## config.mk

```make
export PLATFORM = sky130hd
export DESIGN_NAME = alu_seq
export DESIGN_NICKNAME = d
export VERILOG_FILES = /design/src/rtl/alu_pkg.sv /design/src/rtl/serial_divider.sv /design/src/rtl/alu_seq.sv
export SDC_FILE = /design/constraint.sdc
export NUM_CORES = 2
export LEC_CHECK = 0
export CAP_MARGIN = 15
export CORE_MARGIN = 10
export CORE_UTILIZATION = 30
export CTS_CLUSTER_SIZE = 30
export DETAILED_ROUTE_END_ITERATION = 12
export GPL_TIMING_DRIVEN = 0
export PLACE_DENSITY = 0.55
export SYNTH_ARGS = -nofsm -noshare
export SYNTH_HDL_FRONTEND = slang
export SYNTH_HIERARCHICAL = 1
export SYNTH_SLANG_ARGS = --single-unit
```

## constraint.sdc

```tcl
create_clock -name clk -period 4.06 [get_ports clk]
set_clock_uncertainty 0.15 [all_clocks]
set_input_delay 0.406 -clock clk [delete_from_list [all_inputs] [get_ports clk]]
set_output_delay 0.406 -clock clk [all_outputs]
set_load 0.02 [all_outputs]
```

## src/rtl/alu_pkg.sv

```systemverilog
// alu_pkg: shared definitions for the sequential ALU.
//   - 6-bit operation codes (same encoding as the combinational core ALU)
//   - is_div(): true for DIV/DIVU/REM/REMU
//   - state_t: handshake/divider FSM states
package alu_pkg;

  localparam logic [5:0] ALU_AND    = 6'b000000;
  localparam logic [5:0] ALU_OR     = 6'b000001;
  localparam logic [5:0] ALU_ADD    = 6'b000010;
  localparam logic [5:0] ALU_SLL    = 6'b000011;
  localparam logic [5:0] ALU_SRL    = 6'b000100;
  localparam logic [5:0] ALU_XOR    = 6'b000101;
  localparam logic [5:0] ALU_SUB    = 6'b000110;
  localparam logic [5:0] ALU_SRA    = 6'b000111;
  localparam logic [5:0] ALU_BEQ    = 6'b001000;
  localparam logic [5:0] ALU_BNE    = 6'b001001;
  localparam logic [5:0] ALU_BLT    = 6'b001010;
  localparam logic [5:0] ALU_BGE    = 6'b001011;
  localparam logic [5:0] ALU_BLTU   = 6'b001100;
  localparam logic [5:0] ALU_BGEU   = 6'b001101;
  localparam logic [5:0] ALU_MUL    = 6'b010000;
  localparam logic [5:0] ALU_MULH   = 6'b010001;
  localparam logic [5:0] ALU_MULHSU = 6'b010010;
  localparam logic [5:0] ALU_MULHU  = 6'b010011;
  localparam logic [5:0] ALU_DIV    = 6'b010100;
  localparam logic [5:0] ALU_DIVU   = 6'b010101;
  localparam logic [5:0] ALU_REM    = 6'b010110;
  localparam logic [5:0] ALU_REMU   = 6'b010111;
  localparam logic [5:0] ALU_MIN    = 6'b100000;
  localparam logic [5:0] ALU_MAX    = 6'b100001;
  localparam logic [5:0] ALU_MINU   = 6'b100010;
  localparam logic [5:0] ALU_MAXU   = 6'b100011;

  typedef enum logic [1:0] {
    ST_IDLE = 2'd0,
    ST_DIV  = 2'd1,
    ST_FIX  = 2'd2,
    ST_DONE = 2'd3
  } state_t;

  // The four divide ops share the 0101xx prefix.
  function automatic logic is_div(input logic [5:0] op);
    return op[5:2] == 4'b0101;
  endfunction

endpackage

```

## src/rtl/serial_divider.sv

```systemverilog
// serial_divider: unsigned restoring divider, one quotient bit per cycle,
// MSB first.
//   clk, rst_n      clock, async active-low reset
//   start           load dividend/divisor and begin (count restarts at 0)
//   abort           drop any division in progress
//   dividend        unsigned dividend, sampled on start
//   divisor         unsigned divisor (non-zero), sampled on start
//   done            high during the last iteration cycle; quotient and
//                   remainder hold the final values from the next cycle on
//   quotient        quotient register
//   remainder       partial/final remainder register
module serial_divider #(
  parameter int XLEN = 32
) (
  input  logic            clk,
  input  logic            rst_n,
  input  logic            start,
  input  logic            abort,
  input  logic [XLEN-1:0] dividend,
  input  logic [XLEN-1:0] divisor,
  output logic            done,
  output logic [XLEN-1:0] quotient,
  output logic [XLEN-1:0] remainder
);

  localparam int CW = $clog2(XLEN);
  localparam logic [CW-1:0] LAST = CW'(XLEN - 1);

  logic [CW-1:0]   count;
  logic            active;
  logic [XLEN-1:0] quo_q;
  logic [XLEN-1:0] rem_q;
  logic [XLEN-1:0] div_q;
  logic [XLEN:0]   shifted;
  logic [XLEN:0]   diff;

  // Bring down the next dividend bit; the trial subtraction's borrow bit
  // decides whether the subtraction is kept (restoring scheme).
  assign shifted = {rem_q, quo_q[XLEN-1]};
  assign diff    = shifted - {1'b0, div_q};

  assign done      = active && (count == LAST);
  assign quotient  = quo_q;
  assign remainder = rem_q;

  always_ff @(posedge clk or negedge rst_n) begin
    if (!rst_n) begin
      count  <= '0;
      active <= 1'b0;
      quo_q  <= '0;
      rem_q  <= '0;
      div_q  <= '0;
    end else if (abort) begin
      count  <= '0;
      active <= 1'b0;
    end else if (start) begin
      quo_q  <= dividend;
      rem_q  <= '0;
      div_q  <= divisor;
      count  <= '0;
      active <= 1'b1;
    end else if (active) begin
      if (!diff[XLEN]) begin
        rem_q <= diff[XLEN-1:0];
        quo_q <= {quo_q[XLEN-2:0], 1'b1};
      end else begin
        rem_q <= shifted[XLEN-1:0];
        quo_q <= {quo_q[XLEN-2:0], 1'b0};
      end
      // Wraps back to 0 on the last iteration.
      count <= count + 1'b1;
      if (done) begin
        active <= 1'b0;
      end
    end
  end

endmodule

```

## src/rtl/alu_seq.sv

```systemverilog
// alu_seq: handshaked, XLEN-wide ALU. Single-cycle ops answer one cycle
// after acceptance; DIV/DIVU/REM/REMU use serial_divider (XLEN+2 cycles).
//   clk, rst_n      clock, async active-low reset
//   flush           synchronous abort: back to IDLE, no accept this cycle
//   in_valid/in_ready, alu_op, operand1, operand2   request side
//   out_valid/out_ready, result, zero               response side
//   busy            FSM not in IDLE
//   dbg_state       current FSM state (state_t encoding)
//
// Handshake: a transfer happens on a rising edge where valid && ready.
// The request side must hold alu_op/operands while in_valid && !in_ready;
// result/zero are stable while out_valid && !out_ready. in_ready is high in
// IDLE, and in DONE when the held result is being taken the same cycle, so
// single-cycle ops stream with no bubble.
//
// XLEN must be >= 8 and a power of two.
module alu_seq
  import alu_pkg::*;
#(
  parameter int XLEN = 32
) (
  input  logic            clk,
  input  logic            rst_n,
  input  logic            flush,
  input  logic            in_valid,
  output logic            in_ready,
  input  logic [5:0]      alu_op,
  input  logic [XLEN-1:0] operand1,
  input  logic [XLEN-1:0] operand2,
  output logic            out_valid,
  input  logic            out_ready,
  output logic [XLEN-1:0] result,
  output logic            zero,
  output logic            busy,
  output logic [1:0]      dbg_state
);

  localparam int SHW = $clog2(XLEN);

  state_t state, next_state;

  logic            accept;
  logic            div_path;
  logic            signed_div;
  logic            div_start;
  logic            div_done;
  logic [XLEN-1:0] div_quo;
  logic [XLEN-1:0] div_rem;
  logic [XLEN-1:0] abs_a;
  logic [XLEN-1:0] abs_b;
  logic            neg_q;
  logic            neg_r;
  logic            is_rem;
  logic [XLEN-1:0] fix_val;
  logic [XLEN-1:0] alu_res;
  logic [XLEN-1:0] result_q;
  logic            zero_q;

  logic [SHW-1:0]    shamt;
  logic              slt;
  logic              sltu;
  logic              ext_a;
  logic              ext_b;
  logic [2*XLEN-1:0] prod;

  // ---------------- handshake ----------------
  assign in_ready  = (state == ST_IDLE) || ((state == ST_DONE) && out_ready);
  assign accept    = in_valid && in_ready && !flush;
  assign out_valid = (state == ST_DONE);
  assign busy      = (state != ST_IDLE);
  assign dbg_state = state;
  assign result    = result_q;
  assign zero      = zero_q;

  // Divide by zero is answered immediately from alu_res; only a real
  // division goes through the iterative path.
  assign div_path   = is_div(alu_op) && (operand2 != '0);
  assign signed_div = (alu_op == ALU_DIV) || (alu_op == ALU_REM);
  assign div_start  = accept && div_path;

  assign abs_a = (signed_div && operand1[XLEN-1]) ? ('0 - operand1) : operand1;
  assign abs_b = (signed_div && operand2[XLEN-1]) ? ('0 - operand2) : operand2;

  serial_divider #(.XLEN(XLEN)) u_div (
    .clk       (clk),
    .rst_n     (rst_n),
    .start     (div_start),
    .abort     (flush),
    .dividend  (abs_a),
    .divisor   (abs_b),
    .done      (div_done),
    .quotient  (div_quo),
    .remainder (div_rem)
  );

  // MIN / -1 needs no special case: |MIN| is 2^(XLEN-1) as an unsigned
  // magnitude, the quotient magnitude is that same pattern, both signs are
  // negative so it is not negated, and the remainder is 0.
  assign fix_val = is_rem ? (neg_r ? ('0 - div_rem) : div_rem)
                          : (neg_q ? ('0 - div_quo) : div_quo);

  always_ff @(posedge clk or negedge rst_n) begin
    if (!rst_n) begin
      neg_q  <= 1'b0;
      neg_r  <= 1'b0;
      is_rem <= 1'b0;
    end else if (div_start) begin
      neg_q  <= signed_div && (operand1[XLEN-1] ^ operand2[XLEN-1]);
      neg_r  <= signed_div && operand1[XLEN-1];
      is_rem <= alu_op[1];
    end
  end

  // ---------------- single-cycle datapath ----------------
  assign shamt = operand2[SHW-1:0];
  assign slt   = $signed(operand1) < $signed(operand2);
  assign sltu  = operand1 < operand2;

  // One multiplier serves all four MUL ops; only the operand extension
  // differs, and the low half is the same for every extension.
  assign ext_a = operand1[XLEN-1] && ((alu_op == ALU_MULH) || (alu_op == ALU_MULHSU));
  assign ext_b = operand2[XLEN-1] && (alu_op == ALU_MULH);
  assign prod  = {{XLEN{ext_a}}, operand1} * {{XLEN{ext_b}}, operand2};

  always_comb begin
    alu_res = operand2;
    case (alu_op)
      ALU_ADD:    alu_res = operand1 + operand2;
      ALU_SUB:    alu_res = operand1 - operand2;
      ALU_AND:    alu_res = operand1 & operand2;
      ALU_OR:     alu_res = operand1 | operand2;
      ALU_XOR:    alu_res = operand1 ^ operand2;
      ALU_SLL:    alu_res = operand1 << shamt;
      ALU_SRL:    alu_res = operand1 >> shamt;
      ALU_SRA:    alu_res = $unsigned($signed(operand1) >>> shamt);
      // Compares return 0 when the condition holds, 1 otherwise.
      ALU_BEQ:    alu_res = {{(XLEN-1){1'b0}}, !(operand1 == operand2)};
      ALU_BNE:    alu_res = {{(XLEN-1){1'b0}}, !(operand1 != operand2)};
      ALU_BLT:    alu_res = {{(XLEN-1){1'b0}}, !slt};
      ALU_BGE:    alu_res = {{(XLEN-1){1'b0}}, slt};
      ALU_BLTU:   alu_res = {{(XLEN-1){1'b0}}, !sltu};
      ALU_BGEU:   alu_res = {{(XLEN-1){1'b0}}, sltu};
      ALU_MUL:    alu_res = prod[XLEN-1:0];
      ALU_MULH,
      ALU_MULHSU,
      ALU_MULHU:  alu_res = prod[2*XLEN-1:XLEN];
      // Only reached for a zero divisor.
      ALU_DIV,
      ALU_DIVU:   alu_res = '1;
      ALU_REM,
      ALU_REMU:   alu_res = operand1;
      ALU_MIN:    alu_res = slt  ? operand1 : operand2;
      ALU_MAX:    alu_res = slt  ? operand2 : operand1;
      ALU_MINU:   alu_res = sltu ? operand1 : operand2;
      ALU_MAXU:   alu_res = sltu ? operand2 : operand1;
      default:    alu_res = operand2;
    endcase
  end

  // ---------------- result register ----------------
  // Flush leaves result/zero at their last values.
  always_ff @(posedge clk or negedge rst_n) begin
    if (!rst_n) begin
      result_q <= '0;
      zero_q   <= 1'b1;
    end else if (!flush) begin
      if (accept && !div_path) begin
        result_q <= alu_res;
        zero_q   <= (alu_res == '0);
      end else if (state == ST_FIX) begin
        result_q <= fix_val;
        zero_q   <= (fix_val == '0);
      end
    end
  end

  // ---------------- FSM ----------------
  always_ff @(posedge clk or negedge rst_n) begin
    if (!rst_n) begin
      state <= ST_IDLE;
    end else begin
      state <= next_state;
    end
  end

  always_comb begin
    next_state = state;
    if (flush) begin
      next_state = ST_IDLE;
    end else begin
      case (state)
        ST_IDLE: if (accept) next_state = div_path ? ST_DIV : ST_DONE;
        ST_DIV:  if (div_done) next_state = ST_FIX;
        ST_FIX:  next_state = ST_DONE;
        ST_DONE: begin
          if (out_ready) begin
            if (accept) next_state = div_path ? ST_DIV : ST_DONE;
            else        next_state = ST_IDLE;
          end
        end
        default: next_state = ST_IDLE;
      endcase
    end
  end

endmodule

```

==> metrics.md <==
| Metric | Value |
|---|---|
| Ys flop type | `dfrtp_1` |
| Cell count after synthesis | `around 7,400` |
| First-pass GRT wire length | `about 500,000 um` |
| Die Area | `215,900 sq um` |
| Fin cells | `10,450` |
| Min-Delay Path Class | `input port to flip-flop` |
| WL/cell | `34.24 um` |
| Routed wire length | `357,900 um` |
| Fraction of layout cells with a size suffix above 1 | `around 17%` |
| Critical Path End Type | `flip-flop` |
| Synth Net Count | `8,903` |
| Worst EP required | `4.24 ns` |
| Nets | `9,344` |
| Syn Area/Cell | `8.065 sq um` |
| Clock latency on the worst-skew pair | `0.43 ns` |
| Vias per cell | `5.772` |
| Pin count of the biggest net entering global routing | `94` |
| Max Root-Sink Buffers | `2` |
| Root Driver | `clkbuf_16` |
| Fmax achieved | `0.09523 GHz` |
| PnR worst setup slack | `-6.441 ns` |
| Post-route cell area | `73,560 sq um` |
| Synthesized area | `59,300 sq um` |
| Area growth syn-to-layout | `24.04%` |
| DRC | `0` |
| Worst EP arrival | `10.68 ns` |
| Routability-driven placement congestion ratio | `1.079` |
| H-Tree Depth | `4` |
| GRT overflow | `0` |
| Hold WS | `between 0.2 and 0.25 ns` |
| Clock transition at path regs | `0.06 ns` |
| Placed Cells | `10,140` |
| Critical Path Fanout Max | `9` |
| CP max-delay cell | `or4b_4` |
| Area after DPL | `between 60,000 and 70,000 sq um` |
| Iter 0 DRT Violations | `7,616` |
| CTS buffer count | `17` |
| Vias in the first global route | `60,840` |
| Yosys warns | `6` |
| Startpoint types | `input port` |
| Status | `finished, violations left` |
| Core area | `197,000 sq um` |
| GRT Util Overall | `about 32%` |
| Failing checks | `capacitance limit, slew limit, setup timing` |
| EDFF count, synth | `0` |
| Row count | `roughly 160` |
| Via Count | `60,340` |
| Worst slew pin tran | `1.577 ns` |
| DIE HEIGHT | `464.6 um` |
| Die W | `464.6 um` |
| Number of buffers added on ports | `109` |
| Relative slew slack | `-5.135%` |
| DP Worst Slack | `-10.61 ns` |
| Critical path's largest stage delay | `0.63 ns` |
| Final slew viol count | `5` |
| Starting Density | `between 30% and 40%` |
| CTS sink cnt | `between 100 and 150` |
| Setup violators final | `43` |
| DRT antenna net count | `0` |
| Initial antenna violation count | `25` |
| Fin. Hold Viols | `0` |
| Seq/Total Area, Yosys | `5.910%` |
| RSZ-0062 raised after global routing | `yes` |
| Critical path type | `input port to flip-flop` |
| Crit share post-route | `258.6%` |
| Dpl hpwl | `around 300,000 um` |
| Register bit total from synthesis | `140` |
| Number of max-cap violations | `1` |
| FFs w/ async S/R, synth | `100.0%` |
| Layout fillers | `about 20,000` |
| Detailed Routing Iterations Pass 1 | `6` |
| Final worst path period need | `10.50 ns` |
| Cell mode on critical path | `fa_1` |
| Distinct cells, synth | `108` |
| CTS tree | `built` |
| IO Count | `approximately 110` |
## state kept, by name, indices dropped and copies added, names as in the netlist
name and cells:
result 32, u_div/div_q 32, u_div/quotient 32, u_div/remainder 32, u_div/count 5, dbg_state 2, is_rem 1, neg_q 1
neg_r 1, u_div/active 1, zero 1
## final timing paths
check                                            from                              to  slack, ns  cells past startpoint
max                                         alu_op[5]                zero$_DFFE_PN1P_      -6.44                     33
min                                       operand2[0]      u_div/div_q[0]$_DFFE_PN0P_       0.23                      2
max reg2reg                  dbg_state[0]$_DFFE_PN0P_                zero$_DFFE_PN1P_      -0.77                     12
min reg2reg                u_div/div_q[0]$_DFFE_PN0P_      u_div/div_q[0]$_DFFE_PN0P_       0.38                      1
max in group asynchronous                       rst_n  u_div/remainder[4]$_DFFE_PN0P_       2.55                      3
min in group asynchronous                       rst_n        dbg_state[1]$_DFFE_PN0P_       0.35                      2
## synthesized netlist by cell type, drive strengths merged, types with 90 or more instances
master,number,area share [%]
inv,1332,8.4
nand2,1175,7.5
fa,1128,38
nor2,611,3.9
ha,347,7.3
clkbuf,330,2.1
o21ai,307,2.6
a21oi,276,2.3
xnor2,175,2.6
buf,150,1.1
dfrtp,139,5.9
mux2i,126,2.1
nand3,90,0.76
## metal layers
metal / vias to the layer above / GRT usage, % / routed length (um)
met5: - / 0 / 60
met4: 8 / 22.02 / 32340
met3: 1078 / 8.552 / 37450
met2: 3932 / 47.90 / 150300
met1: 31000 / 40.20 / 137700
li1: 24330 / - / -
## cells by family after synthesis
family                   synth area share, %
AND/OR/NAND/NOR                        16.11
buffers and inverters                  11.79
adder cells (fa/ha/maj)                45.42
AO/OA/AOI/OAI                          13.90
XOR/XNOR                               3.500
multiplexers                           3.374
flip-flops                             5.910
## worst max-delay path: cells and delay by family
family,cells,cell delay (ns)
compound gates,4,1.22
buf+inv,7,0.71
xor+xnor,1,0.15
fa+ha+maj,9,4.28
simple gates,12,3.87
## layout by cell type (no fill, tap or decap), types with 66 or more instances in the layout
cell type  Yosys  layout
mux2i_1      126     121
ha_1         347     312
xnor2_1      175     169
fa_1        1128    1076
inv_1       1324    1262
clkbuf_8       2      70
nor3_1        83      66
o21ai_0      302     253
a21oi_1      275     238
nand3_1       90      73
buf_4          5     258
nand2_1     1174    1128
nor2_1       611     573
clkbuf_1     328     103
dfrtp_1      139     139
buf_6          4     103
## metrics by stage
step / TNS [ns] / util, %
2_1_floorplan: -137.97 / -
3_3_place_gp: -1051.13 / 32.96
3_5_place_dp: -543.24 / 33.34
4_1_cts: -162.29 / 36.62
5_1_grt: -170.31 / 37.33
6_report: -167.92 / 37.34
## repair_timing
| item | 4_1_cts | 5_1_grt |
|---|---|---|
| endpoints found under the setup margin | 139 | 124 |
| gates resized for setup | 1460 | 245 |
| cloned | 1 | 0 |
| hold buffers | 1 | 0 |
| pin swaps | 181 | 140 |
| endpoints found under the hold margin | 46 | 0 |
| setup buffers | 200 | 79 |
## cell type report
class / count / area (sq um) / area share [%]
inverters: 1351 / 5251 / 7.139
multi-input cells: 5381 / 52110 / 70.85
diodes: 7 / 17.52 / 0.02381
repair buffers: 435 / 4177 / 5.678
clock inverters: 15 / 221.5 / 0.3011
well taps: 2640 / 3303 / 4.491
plain buffers: 468 / 4542 / 6.175
clock buffers: 17 / 425.4 / 0.5783
flip-flops and latches: 140 / 3505 / 4.765
Power is left out: the tool's default activity adds up to more than one toggle a clock period on the data nets, which glitch-free logic cannot reach.
